$ cat config.mk
export PLATFORM = sky130hd
export DESIGN_NAME = rapcore_wb_spi_bridge
export DESIGN_NICKNAME = d
export VERILOG_FILES = /design/src/rtl/rapcore_bridge_pkg.sv /design/src/rtl/spi_frame_master.sv /design/src/rtl/rapcore_wb_spi_bridge.sv
export SDC_FILE = /design/constraint.sdc
export NUM_CORES = 1
export LEC_CHECK = 0
export ABC_AREA = 1
export BUFFER_PORTS_ARGS = -buffer_cell sky130_fd_sc_hd__buf_4
export CORE_ASPECT_RATIO = 0.75
export CORE_MARGIN = 5
export CORE_UTILIZATION = 50
export CTS_CLUSTER_DIAMETER = 150
export DETAILED_ROUTE_END_ITERATION = 7
export HOLD_SLACK_MARGIN = 0.05
export PLACE_DENSITY = 0.76
export SLEW_MARGIN = 20
export SYNTH_ARGS = -nofsm -noshare
export SYNTH_HDL_FRONTEND = slang
export SYNTH_HIERARCHICAL = 1
export SYNTH_SLANG_ARGS = --single-unit
$ cat constraint.sdc
create_clock -name wb_clk_i -period 5.2 [get_ports wb_clk_i]
set_input_delay 0.78 -clock wb_clk_i [delete_from_list [all_inputs] [get_ports wb_clk_i]]
set_output_delay 0.78 -clock wb_clk_i [all_outputs]
set_load 0.02 [all_outputs]
$ cat src/rtl/rapcore_bridge_pkg.sv
// Shared constants for the rapcore Wishbone-to-SPI bridge: register map, CTRL bits, shifter states.
// Pure declarations; no timing or flow-control behaviour of its own.
package rapcore_bridge_pkg;

  localparam int FRAME_W = 32;

  localparam logic [1:0] REG_DATA = 2'd0;
  localparam logic [1:0] REG_CTRL = 2'd1;
  localparam logic [1:0] REG_DIV  = 2'd2;
  localparam logic [1:0] REG_RSVD = 2'd3;

  localparam int CTRL_BUSY    = 0;
  localparam int CTRL_RXVALID = 1;
  localparam int CTRL_TXDROP  = 2;
  localparam int CTRL_RXLOST  = 3;
  localparam int CTRL_CSHOLD  = 8;
  localparam int CTRL_IRQEN   = 16;

  typedef enum logic [1:0] {
    ST_IDLE,
    ST_SETUP,
    ST_SHIFT,
    ST_HOLD
  } spi_state_e;

endpackage

$ cat src/rtl/spi_frame_master.sv
// SPI mode-0 frame shifter: one start pulse sends FRAME_W bits MSB first in 66*(div+1) cycles.
// No backpressure; start is only honoured while idle, done pulses on the last HOLD cycle.
module spi_frame_master
  import rapcore_bridge_pkg::*;
(
  input  logic               clk_i,
  input  logic               rst_i,
  input  logic               start_i,
  input  logic [FRAME_W-1:0] tx_i,
  input  logic [15:0]        div_i,
  input  logic               cipo_i,
  output logic               busy_o,
  output logic               done_o,
  output logic [FRAME_W-1:0] rx_o,
  output logic               sck_o,
  output logic               copi_o
);

  spi_state_e         state_q, state_d;
  logic [15:0]        cnt_q, cnt_d;
  logic [15:0]        div_q, div_d;
  logic [4:0]         bit_q, bit_d;
  logic [FRAME_W-1:0] tx_sh_q, tx_sh_d;
  logic [FRAME_W-1:0] rx_sh_q, rx_sh_d;
  logic               sck_q, sck_d;
  logic               half_end;

  always_comb begin
    state_d  = state_q;
    cnt_d    = cnt_q;
    div_d    = div_q;
    bit_d    = bit_q;
    tx_sh_d  = tx_sh_q;
    rx_sh_d  = rx_sh_q;
    sck_d    = sck_q;
    done_o   = 1'b0;
    half_end = (cnt_q == div_q);

    case (state_q)
      ST_IDLE: begin
        if (start_i) begin
          state_d = ST_SETUP;
          cnt_d   = '0;
          div_d   = div_i;
          bit_d   = '0;
          tx_sh_d = tx_i;
          sck_d   = 1'b0;
        end
      end
      ST_SETUP: begin
        if (half_end) begin
          cnt_d   = '0;
          state_d = ST_SHIFT;
        end else begin
          cnt_d = cnt_q + 16'd1;
        end
      end
      ST_SHIFT: begin
        if (half_end) begin
          cnt_d = '0;
          sck_d = ~sck_q;
          if (!sck_q) begin
            rx_sh_d = {rx_sh_q[FRAME_W-2:0], cipo_i};
          end else begin
            // COPI advances on the falling edge; the frame ends after the last fall
            tx_sh_d = {tx_sh_q[FRAME_W-2:0], 1'b0};
            if (bit_q == 5'(FRAME_W - 1)) begin
              state_d = ST_HOLD;
            end else begin
              bit_d = bit_q + 5'd1;
            end
          end
        end else begin
          cnt_d = cnt_q + 16'd1;
        end
      end
      ST_HOLD: begin
        if (half_end) begin
          cnt_d   = '0;
          state_d = ST_IDLE;
          done_o  = 1'b1;
        end else begin
          cnt_d = cnt_q + 16'd1;
        end
      end
      default: state_d = ST_IDLE;
    endcase
  end

  always_ff @(posedge clk_i) begin
    if (rst_i) begin
      state_q <= ST_IDLE;
      cnt_q   <= '0;
      div_q   <= '0;
      bit_q   <= '0;
      tx_sh_q <= '0;
      rx_sh_q <= '0;
      sck_q   <= 1'b0;
    end else begin
      state_q <= state_d;
      cnt_q   <= cnt_d;
      div_q   <= div_d;
      bit_q   <= bit_d;
      tx_sh_q <= tx_sh_d;
      rx_sh_q <= rx_sh_d;
      sck_q   <= sck_d;
    end
  end

  assign busy_o = (state_q != ST_IDLE);
  assign rx_o   = rx_sh_q;
  assign sck_o  = sck_q;
  assign copi_o = tx_sh_q[FRAME_W-1];

endmodule

$ cat src/rtl/rapcore_wb_spi_bridge.sv
// Wishbone register window driving rapcore's SPI command port; single-cycle registered ack.
// Never stalls the bus: DATA writes while busy are acked and dropped, flagged by tx_drop.
module rapcore_wb_spi_bridge
  import rapcore_bridge_pkg::*;
#(
  parameter logic [31:0] BASE_ADDR = 32'h3000_0000,
  parameter logic [15:0] DIV_RESET = 16'd7
) (
  input  logic        wb_clk_i,
  input  logic        wb_rst_i,
  input  logic        wbs_stb_i,
  input  logic        wbs_cyc_i,
  input  logic        wbs_we_i,
  input  logic [3:0]  wbs_sel_i,
  input  logic [31:0] wbs_adr_i,
  input  logic [31:0] wbs_dat_i,
  output logic        wbs_ack_o,
  output logic [31:0] wbs_dat_o,
  output logic        spi_sck_o,
  output logic        spi_cs_o,
  output logic        spi_copi_o,
  input  logic        spi_cipo_i,
  output logic        irq_o
);

  logic        ack_q, ack_d;
  logic [31:0] dat_q, dat_d;
  logic        start_q, start_d;
  logic [31:0] tx_q, tx_d;
  logic [31:0] rx_q, rx_d;
  logic        rx_valid_q, rx_valid_d;
  logic        tx_drop_q, tx_drop_d;
  logic        rx_lost_q, rx_lost_d;
  logic        cs_hold_q, cs_hold_d;
  logic        irq_en_q, irq_en_d;
  logic [15:0] div_q, div_d;
  logic        irq_q, irq_d;

  logic        fm_busy, fm_done;
  logic [31:0] fm_rx;
  logic        hit, acc, rd_data, busy;
  logic [1:0]  off;
  logic [31:0] wmask, status;

  always_comb begin
    ack_d      = 1'b0;
    dat_d      = '0;
    start_d    = 1'b0;
    tx_d       = tx_q;
    rx_d       = rx_q;
    rx_valid_d = rx_valid_q;
    tx_drop_d  = tx_drop_q;
    rx_lost_d  = rx_lost_q;
    cs_hold_d  = cs_hold_q;
    irq_en_d   = irq_en_q;
    div_d      = div_q;
    off        = wbs_adr_i[3:2];
    hit        = wbs_stb_i & wbs_cyc_i & (wbs_adr_i[31:4] == BASE_ADDR[31:4]);
    // ack_q blocks back-to-back acceptance so every ack is followed by a low cycle
    acc        = hit & ~ack_q;
    rd_data    = acc & ~wbs_we_i & (off == REG_DATA);
    // a start queued in start_q counts as busy before the shifter leaves idle
    busy       = fm_busy | start_q;
    wmask      = {{8{wbs_sel_i[3]}}, {8{wbs_sel_i[2]}}, {8{wbs_sel_i[1]}}, {8{wbs_sel_i[0]}}};

    status               = '0;
    status[CTRL_BUSY]    = busy;
    status[CTRL_RXVALID] = rx_valid_q;
    status[CTRL_TXDROP]  = tx_drop_q;
    status[CTRL_RXLOST]  = rx_lost_q;
    status[CTRL_CSHOLD]  = cs_hold_q;
    status[CTRL_IRQEN]   = irq_en_q;

    if (acc) begin
      ack_d = 1'b1;
      if (wbs_we_i) begin
        case (off)
          REG_DATA: begin
            if (|wbs_sel_i) begin
              if (busy) begin
                tx_drop_d = 1'b1;
              end else begin
                tx_d    = wbs_dat_i & wmask;
                start_d = 1'b1;
              end
            end
          end
          REG_CTRL: begin
            if (wbs_dat_i[CTRL_TXDROP]) tx_drop_d = 1'b0;
            if (wbs_dat_i[CTRL_RXLOST]) rx_lost_d = 1'b0;
            cs_hold_d = wbs_dat_i[CTRL_CSHOLD];
            irq_en_d  = wbs_dat_i[CTRL_IRQEN];
          end
          REG_DIV: begin
            if (wbs_sel_i[0]) div_d[7:0]  = wbs_dat_i[7:0];
            if (wbs_sel_i[1]) div_d[15:8] = wbs_dat_i[15:8];
          end
          default: ;
        endcase
      end else begin
        case (off)
          REG_DATA: begin
            dat_d      = rx_q;
            rx_valid_d = 1'b0;
          end
          REG_CTRL: dat_d = status;
          REG_DIV:  dat_d = {16'd0, div_q};
          default:  dat_d = '0;
        endcase
      end
    end

    // completion overrides a same-cycle DATA read, which then does not count as a loss
    if (fm_done) begin
      rx_d       = fm_rx;
      rx_valid_d = 1'b1;
      if (rx_valid_q && !rd_data) rx_lost_d = 1'b1;
    end

    irq_d = rx_valid_q & irq_en_q;
  end

  always_ff @(posedge wb_clk_i) begin
    if (wb_rst_i) begin
      ack_q      <= 1'b0;
      dat_q      <= '0;
      start_q    <= 1'b0;
      tx_q       <= '0;
      rx_q       <= '0;
      rx_valid_q <= 1'b0;
      tx_drop_q  <= 1'b0;
      rx_lost_q  <= 1'b0;
      cs_hold_q  <= 1'b0;
      irq_en_q   <= 1'b0;
      div_q      <= DIV_RESET;
      irq_q      <= 1'b0;
    end else begin
      ack_q      <= ack_d;
      dat_q      <= dat_d;
      start_q    <= start_d;
      tx_q       <= tx_d;
      rx_q       <= rx_d;
      rx_valid_q <= rx_valid_d;
      tx_drop_q  <= tx_drop_d;
      rx_lost_q  <= rx_lost_d;
      cs_hold_q  <= cs_hold_d;
      irq_en_q   <= irq_en_d;
      div_q      <= div_d;
      irq_q      <= irq_d;
    end
  end

  spi_frame_master u_frame (
    .clk_i   (wb_clk_i),
    .rst_i   (wb_rst_i),
    .start_i (start_q),
    .tx_i    (tx_q),
    .div_i   (div_q),
    .cipo_i  (spi_cipo_i),
    .busy_o  (fm_busy),
    .done_o  (fm_done),
    .rx_o    (fm_rx),
    .sck_o   (spi_sck_o),
    .copi_o  (spi_copi_o)
  );

  assign wbs_ack_o = ack_q;
  assign wbs_dat_o = dat_q;
  assign spi_cs_o  = ~(fm_busy | cs_hold_q);
  assign irq_o     = irq_q;

endmodule

==> results of run 1 <==
==> routing by layer <==
layer | global-route usage (%) | vias to the layer above
met5 | 0 | -
li1 | - | 4624
met4 | 5.02 | 0
met3 | 3.27 | 40
met1 | 31.3 | 4071
met2 | 32.3 | 254
==> area by class of cell <==
cell class	instances	share of cell area, %
Clock buffer	35	5.94
Clock inverter	6	1.15
Inverter	206	6.75
Multi-Input combinational cell	943	36.8
Sequential cell	224	39.1
Tap cell	253	2.76
Timing Repair Buffer	115	7.53
==> power breakdown <==
group | switching [mW] | total, mW | leakage (nW) | internal [mW]
clock network | 0.693 | 1.75 | 0.397 | 1.06
logic | 0.189 | 0.274 | 2.74 | 0.0847
registers | 0.0105 | 1.74 | 1.80 | 1.73
total | 0.893 | 3.77 | 4.94 | 2.87
==> per-stage QoR <==
step                      worst slack (ns)  hold slack, ns  power, mW  instance area (um^2)  instances
after floorplan                       3.24           0.421       1.95                  9810       1448
after global placement                2.03           0.435       2.04                 10600       1741
after detailed placement              1.98           0.438       2.05                 10600       1741
after CTS                             1.97           0.451       3.79                 11500       1782
after global routing                  1.79           0.465       3.90                 11500       1782
final                                 2.08           0.448       3.77                 11500       1782
==> state kept, by name, indices dropped and copies added (netlist names), 5 cells and up <==
register         count
div_q               16
wbs_dat_o           32
rx_q                32
u_frame/tx_sh_q     32
u_frame/div_q       16
tx_q                32
u_frame/cnt_q       16
u_frame/rx_o        32
u_frame/bit_q        5
==> synthesized netlist by cell type (all sizes together) <==
library cell,number
buf,28
o21ai,101
nand3b,2
a31oi,4
nand3,63
nor3b,2
clkbuf,47
inv,202
ha,8
a21oi,134
o22ai,1
nor2,217
a221oi,1
xnor2,1
xor2,5
nor3,20
nand2,361
nand4,18
or2,2
nor4,2
clkinv,4
and2,1
dfxtp,224
==> worst min-delay path by stage <==
stage | cells past startpoint | startpoint | to | slack [ns]
3_5_place_dp | 2 | rx_q[29] | wbs_dat_o[29] | 0.44
5_1_grt | 2 | rx_q[19] | wbs_dat_o[19] | 0.46
6_report | 2 | rx_q[29] | wbs_dat_o[29] | 0.45
2_1_floorplan | 2 | rx_q[30] | wbs_dat_o[30] | 0.42
3_3_place_gp | 2 | rx_q[30] | wbs_dat_o[30] | 0.44
4_1_cts | 2 | rx_q[18] | wbs_dat_o[18] | 0.45
==> cells by family (layout without fill, tap and decap cells) <==
kind of cell    after synthesis  count (layout)  synth area share, %
simple gates                688             688                 28.8
flops                       224             224                 45.7
buf+inv                     281             362                 11.4
fa+ha+maj                     8               8                 1.02
compound gates              241             241                 12.5
xor+xnor                      6               6                0.536
==> tightest hold or removal path: stages (launching register included) <==
cell	delay (ns)
dfxtp_1	0.31
nand2_1	0.06
nor2_1	0.04
==> impl_metrics.py, run 1 <==
metrics = {
    "run_status": {
        "outcome": "finished clean",
    },
    "worst_setup_path": {
        "cp_cell_sequence": "inv_1 > ha_1 > nor2_1 > clkinv_1 > buf_4 > nand3_2 > a21oi_1 > nor2_1",
        "required_ns": 5.61,
        "start_kind": "register",
        "r2r-end": "u_frame/tx_sh_q[0]",
        "reg2reg_slack_ns": 2.08,
        "worstSetupEndpointType": "register",
        "r2r-start": "u_frame/state_q[0]",
        "slowest_stage": "ha_1",
        "path_common_cell": "nor2_1",
        "cp_num_buf_inv": 3,
        "slowest_delay_ns": 0.84,
        "r2r_cells": 8,
        "critPathKind": "reg -> reg",
        "crit_family": "simple AND/OR/NAND/NOR gates",
        "cp.depth": 8,
        "arrival_ns": 3.53,
        "cp_max_fo": 34,
        "cp-startpoint": "u_frame/state_q[0]",
        "critPathCapture": "u_frame/tx_sh_q[0]",
    },
    "synthesis": {
        "yosysUniqueCellTypes": 34,
        "ys_warn_count": 6,
        "synth_nets": 1530,
        "synthesis.instances": 1448,
        "synth-seq-cells": 224,
        "avgSynthCellArea_um2": 6.77,
        "syn_area_mm2": 0.00981,
        "yosysSeqAreaShare_pct": 45.7,
        "synthTopCellsByArea": "dfxtp_1 46%, nand2_1 14%, nor2_1 8.1%",
        "synth_top_cell_by_area": "dfxtp_1",
        "synth_top_area_share_pct": 45.7,
    },
    "route": {
        "dr.pass1.iters": 5,
        "drt_iter0_markers": 770,
        "routed_wl_mm": 24.4,
        "num_vias": 8989,
        "dr_wl_met2_mm": 10.9,
        "wl_met3_mm": 1.52,
        "wl_per_cell_um": 13.7,
        "drt.antenna.violating_nets": 0,
        "via_per_inst": 5.04,
        "drc": 0,
        "wl_met1_mm": 11.4,
        "top_layer_used": "met4",
    },
    "floorplanning": {
        "die_h_um": 131,
        "die_x_um": 172,
        "dieArea_mm2": 0.0225,
        "start_util_pct": 50.8,
        "pin_count": 111,
        "row_count": 44,
        "core_mm2": 0.0193,
    },
    "power": {
        "p_per_area_mw_per_mm2": 329,
        "ir_drop_uv": 277,
        "p_leak_nw": 4.94,
    },
    "cells_and_area": {
        "drive_above_1_share_pct": 11.6,
        "syn2layout_area_growth_pct": 16.9,
        "final_cell_mix": "359 x nand2_1, 224 x dfxtp_1, 211 x nor2_1",
        "fillers": 1765,
        "final_util_pct": 59.3,
        "multi_input_comb_area_mm2": 0.00421,
        "ff_latch_area_mm2": 0.00448,
        "num_antenna_cells": 0,
        "final_common_cell": "nand2_1",
        "final_nets": 1595,
    },
    "sta": {
        "slew-limit-headroom_pct": 31.7,
        "hold_viol": 0,
        "finalSetupTns_ns": 0,
        "period_share_pct": 60.0,
        "maxSlewViolCount": 0,
        "final-setup-viol-count": 0,
        "clock.fmax_mhz": 321,
        "period_needed_ns": 3.12,
        "worst_pin_slew_ns": 1.02,
        "skew_ns": 0.0122,
        "rsz0062_at_grt": "no",
    },
    "clock_network": {
        "cts_tree": "yes",
        "clock_latency_ns": 0.52,
        "cts_inserted_buffers": 23,
        "clock-root-buffer": "clkbuf_16",
        "cts-resized-gates": 0,
        "cts_max_path_buffers": 3,
        "h-tree-depth": 1,
        "clock_sinks": 224,
        "hold_buffers": 0,
        "postCtsSetupRepairBufs": 0,
        "clkTransAtPathRegs_ns": 0.06,
    },
    "placed_design": {
        "hpwl_mm": 16.1,
        "gp_congestion": 0.864,
        "portBuffers": 108,
    },
    "flow_run": {
        "drv_cap": 0,
    },
    "min_path": {
        "hp-class": "reg -> reg",
    },
    "grt": {
        "grt_pass1_vias": 8225,
        "grt_max_degree": 87,
        "grt_pass1_wl_mm": 40.4,
        "grt_overflow": 0,
        "antenna_found_initial": 0,
        "grt.total_usage_pct": 21.1,
    },
}
Power figures use the tool's default switching activity.
==> inputs of run 2 (changes only) <==
Settings changed: PLACE_DENSITY 0.76 to 0.79.
Clock period 5.2 ns to 2.8 ns, I/O delays scaled along.
==> impl_metrics.py, run 2 (synthesis gave the netlist of run 1 again) <==
metrics = {
    "run_status": {
        "outcome": "finished clean",
    },
    "worst_setup_path": {
        "cp_max_fo": 34,
        "start_kind": "register",
        "required_ns": 3.22,
        "worstSetupEndpointType": "register",
        "critPathKind": "reg -> reg",
        "arrival_ns": 2.78,
    },
    "cells_and_area": {
        "final_area_mm2": 0.0115,
        "final_nets": 1607,
        "syn2layout_area_growth_pct": 17.3,
        "drive_above_1_share_pct": 12.3,
        "num_antenna_cells": 0,
        "final_common_cell": "nand2_1",
        "fillers": 1757,
        "final_cell_mix": "359 x nand2_1, 224 x dfxtp_1, 211 x nor2_1",
    },
    "floorplanning": {
        "die_h_um": 131,
        "start_util_pct": 50.8,
        "core_mm2": 0.0193,
        "row_count": 44,
        "pin_count": 111,
        "dieArea_mm2": 0.0225,
        "die_x_um": 172,
    },
    "sta": {
        "clock.fmax_mhz": 423,
        "fin_hold_ws_ns": 0.162,
        "skew_ns": 0.0169,
        "slew-limit-headroom_pct": 49.8,
        "worst_pin_slew_ns": 0.751,
        "maxSlewViolCount": 0,
        "period_needed_ns": 2.36,
        "finalSetupTns_ns": 0,
        "final-setup-viol-count": 0,
        "rsz0062_at_grt": "no",
        "hold_viol": 0,
        "period_share_pct": 84.4,
    },
    "grt": {
        "grt_pass1_wl_mm": 39.8,
        "grt_overflow": 0,
        "grt_pass1_vias": 8190,
        "grt_max_degree": 65,
        "grt.total_usage_pct": 20.8,
        "antenna_found_initial": 0,
    },
    "power": {
        "p_int_mw": 5.20,
        "power.total_mw": 6.77,
        "combPwrFrac_pct": 7.8,
        "seq_power_share_pct": 47.8,
        "clockPowerShare_pct": 44.5,
        "p_sw_mw": 1.57,
        "p_leak_nw": 4.97,
        "sw_frac_of_total_pct": 23.2,
        "p_per_area_mw_per_mm2": 588,
        "ir_drop_uv": 375,
    },
    "clock_network": {
        "clkTransAtPathRegs_ns": 0.06,
        "postCtsSetupRepairBufs": 0,
        "cts-resized-gates": 0,
        "cts_inserted_buffers": 22,
        "h-tree-depth": 1,
        "cts_max_path_buffers": 3,
        "cts_tree": "yes",
        "clock_latency_ns": 0.50,
        "hold_buffers": 0,
        "clock-root-buffer": "clkbuf_16",
        "clock_sinks": 224,
    },
    "flow_run": {
        "drv_cap": 0,
    },
    "route": {
        "dr.pass1.iters": 5,
        "drc": 0,
        "wl_per_cell_um": 13.4,
        "drt.antenna.violating_nets": 0,
        "via_per_inst": 5.00,
        "drt_iter0_markers": 824,
        "routed_wl_mm": 24.0,
        "num_vias": 8961,
    },
    "placed_design": {
        "detailed_place.area_mm2": 0.0108,
        "portBuffers": 108,
        "gp_congestion": 0.896,
        "hpwl_mm": 16.3,
    },
    "min_path": {
        "hp-class": "in -> reg",
    },
}
[run 2: cell types whose count changed in the layout (fill, tap and decap cells not counted), sizes merged]
cell      previous run  this run
inv                203       202
bufinv               3         2
clkbuf              35        32
buf                115       128
clkinvlp             0         1
[run 2: per-stage QoR]
step,util (%),instances,setup WS (ns)
after floorplan,-,1448,0.952
after global placement,55.7,1754,0.613
after detailed placement,55.7,1754,0.516
after CTS,59.5,1791,0.499
after global routing,59.5,1791,0.259
final,59.5,1791,0.438
[run 2: per-layer routing]
| metal | global-route usage (%) | part of all wire, % | up-vias |
|---|---|---|---|
| li1 | - | - | 4631 |
| met4 | 3.48 | 1.2 | 0 |
| met1 | 30.6 | 47 | 4039 |
| met5 | 0 | 0 | - |
| met2 | 32.9 | 45 | 266 |
| met3 | 3.33 | 6.9 | 25 |
[run 2: final timing paths]
path	slack, ns	endpoint	start	depth (start not counted)
worst max-delay path	0.44	u_frame/tx_sh_q[5]	u_frame/state_q[0]	11
worst max register to register	0.44	u_frame/tx_sh_q[5]	u_frame/state_q[0]	11
worst min-delay path	0.16	tx_q[31]	wbs_dat_i[31]	3
worst min register to register	0.44	wbs_dat_o[20]	rx_q[20]	2
[run 2: worst max-delay path, stage by stage (launching register included)]
cell and delay [ns]:
dfxtp_1 0.34, inv_1 0.12, ha_1 0.25, inv_1 0.10, nor2_2 0.29, inv_1 0.23, nand2_1 0.20, inv_2 0.08
nand3_2 0.07, buf_4 0.34, nand2_1 0.11, a21oi_1 0.14
[run 2: final cells by class]
type                    count  area (um^2)  area share (%)
clock buffers              32          659            5.73
clock inverters             5         77.6           0.674
inverters                 206          773            6.72
multi-input cells         943         4210            36.6
flip-flops and latches    224         4480            39.0
well taps                 253          317            2.75
repair buffers            128          986            8.57
[run 2: power groups by stage]
stage               Sequential (mW)  Combinational, mW  Clock, mW
floorplan                      3.30              0.325          0
detailed placement             3.30              0.516          0
global placement               3.30              0.506          0
finish                         3.23              0.526       3.01
CTS                            3.23              0.519       3.06
global route                   3.23              0.580       3.20
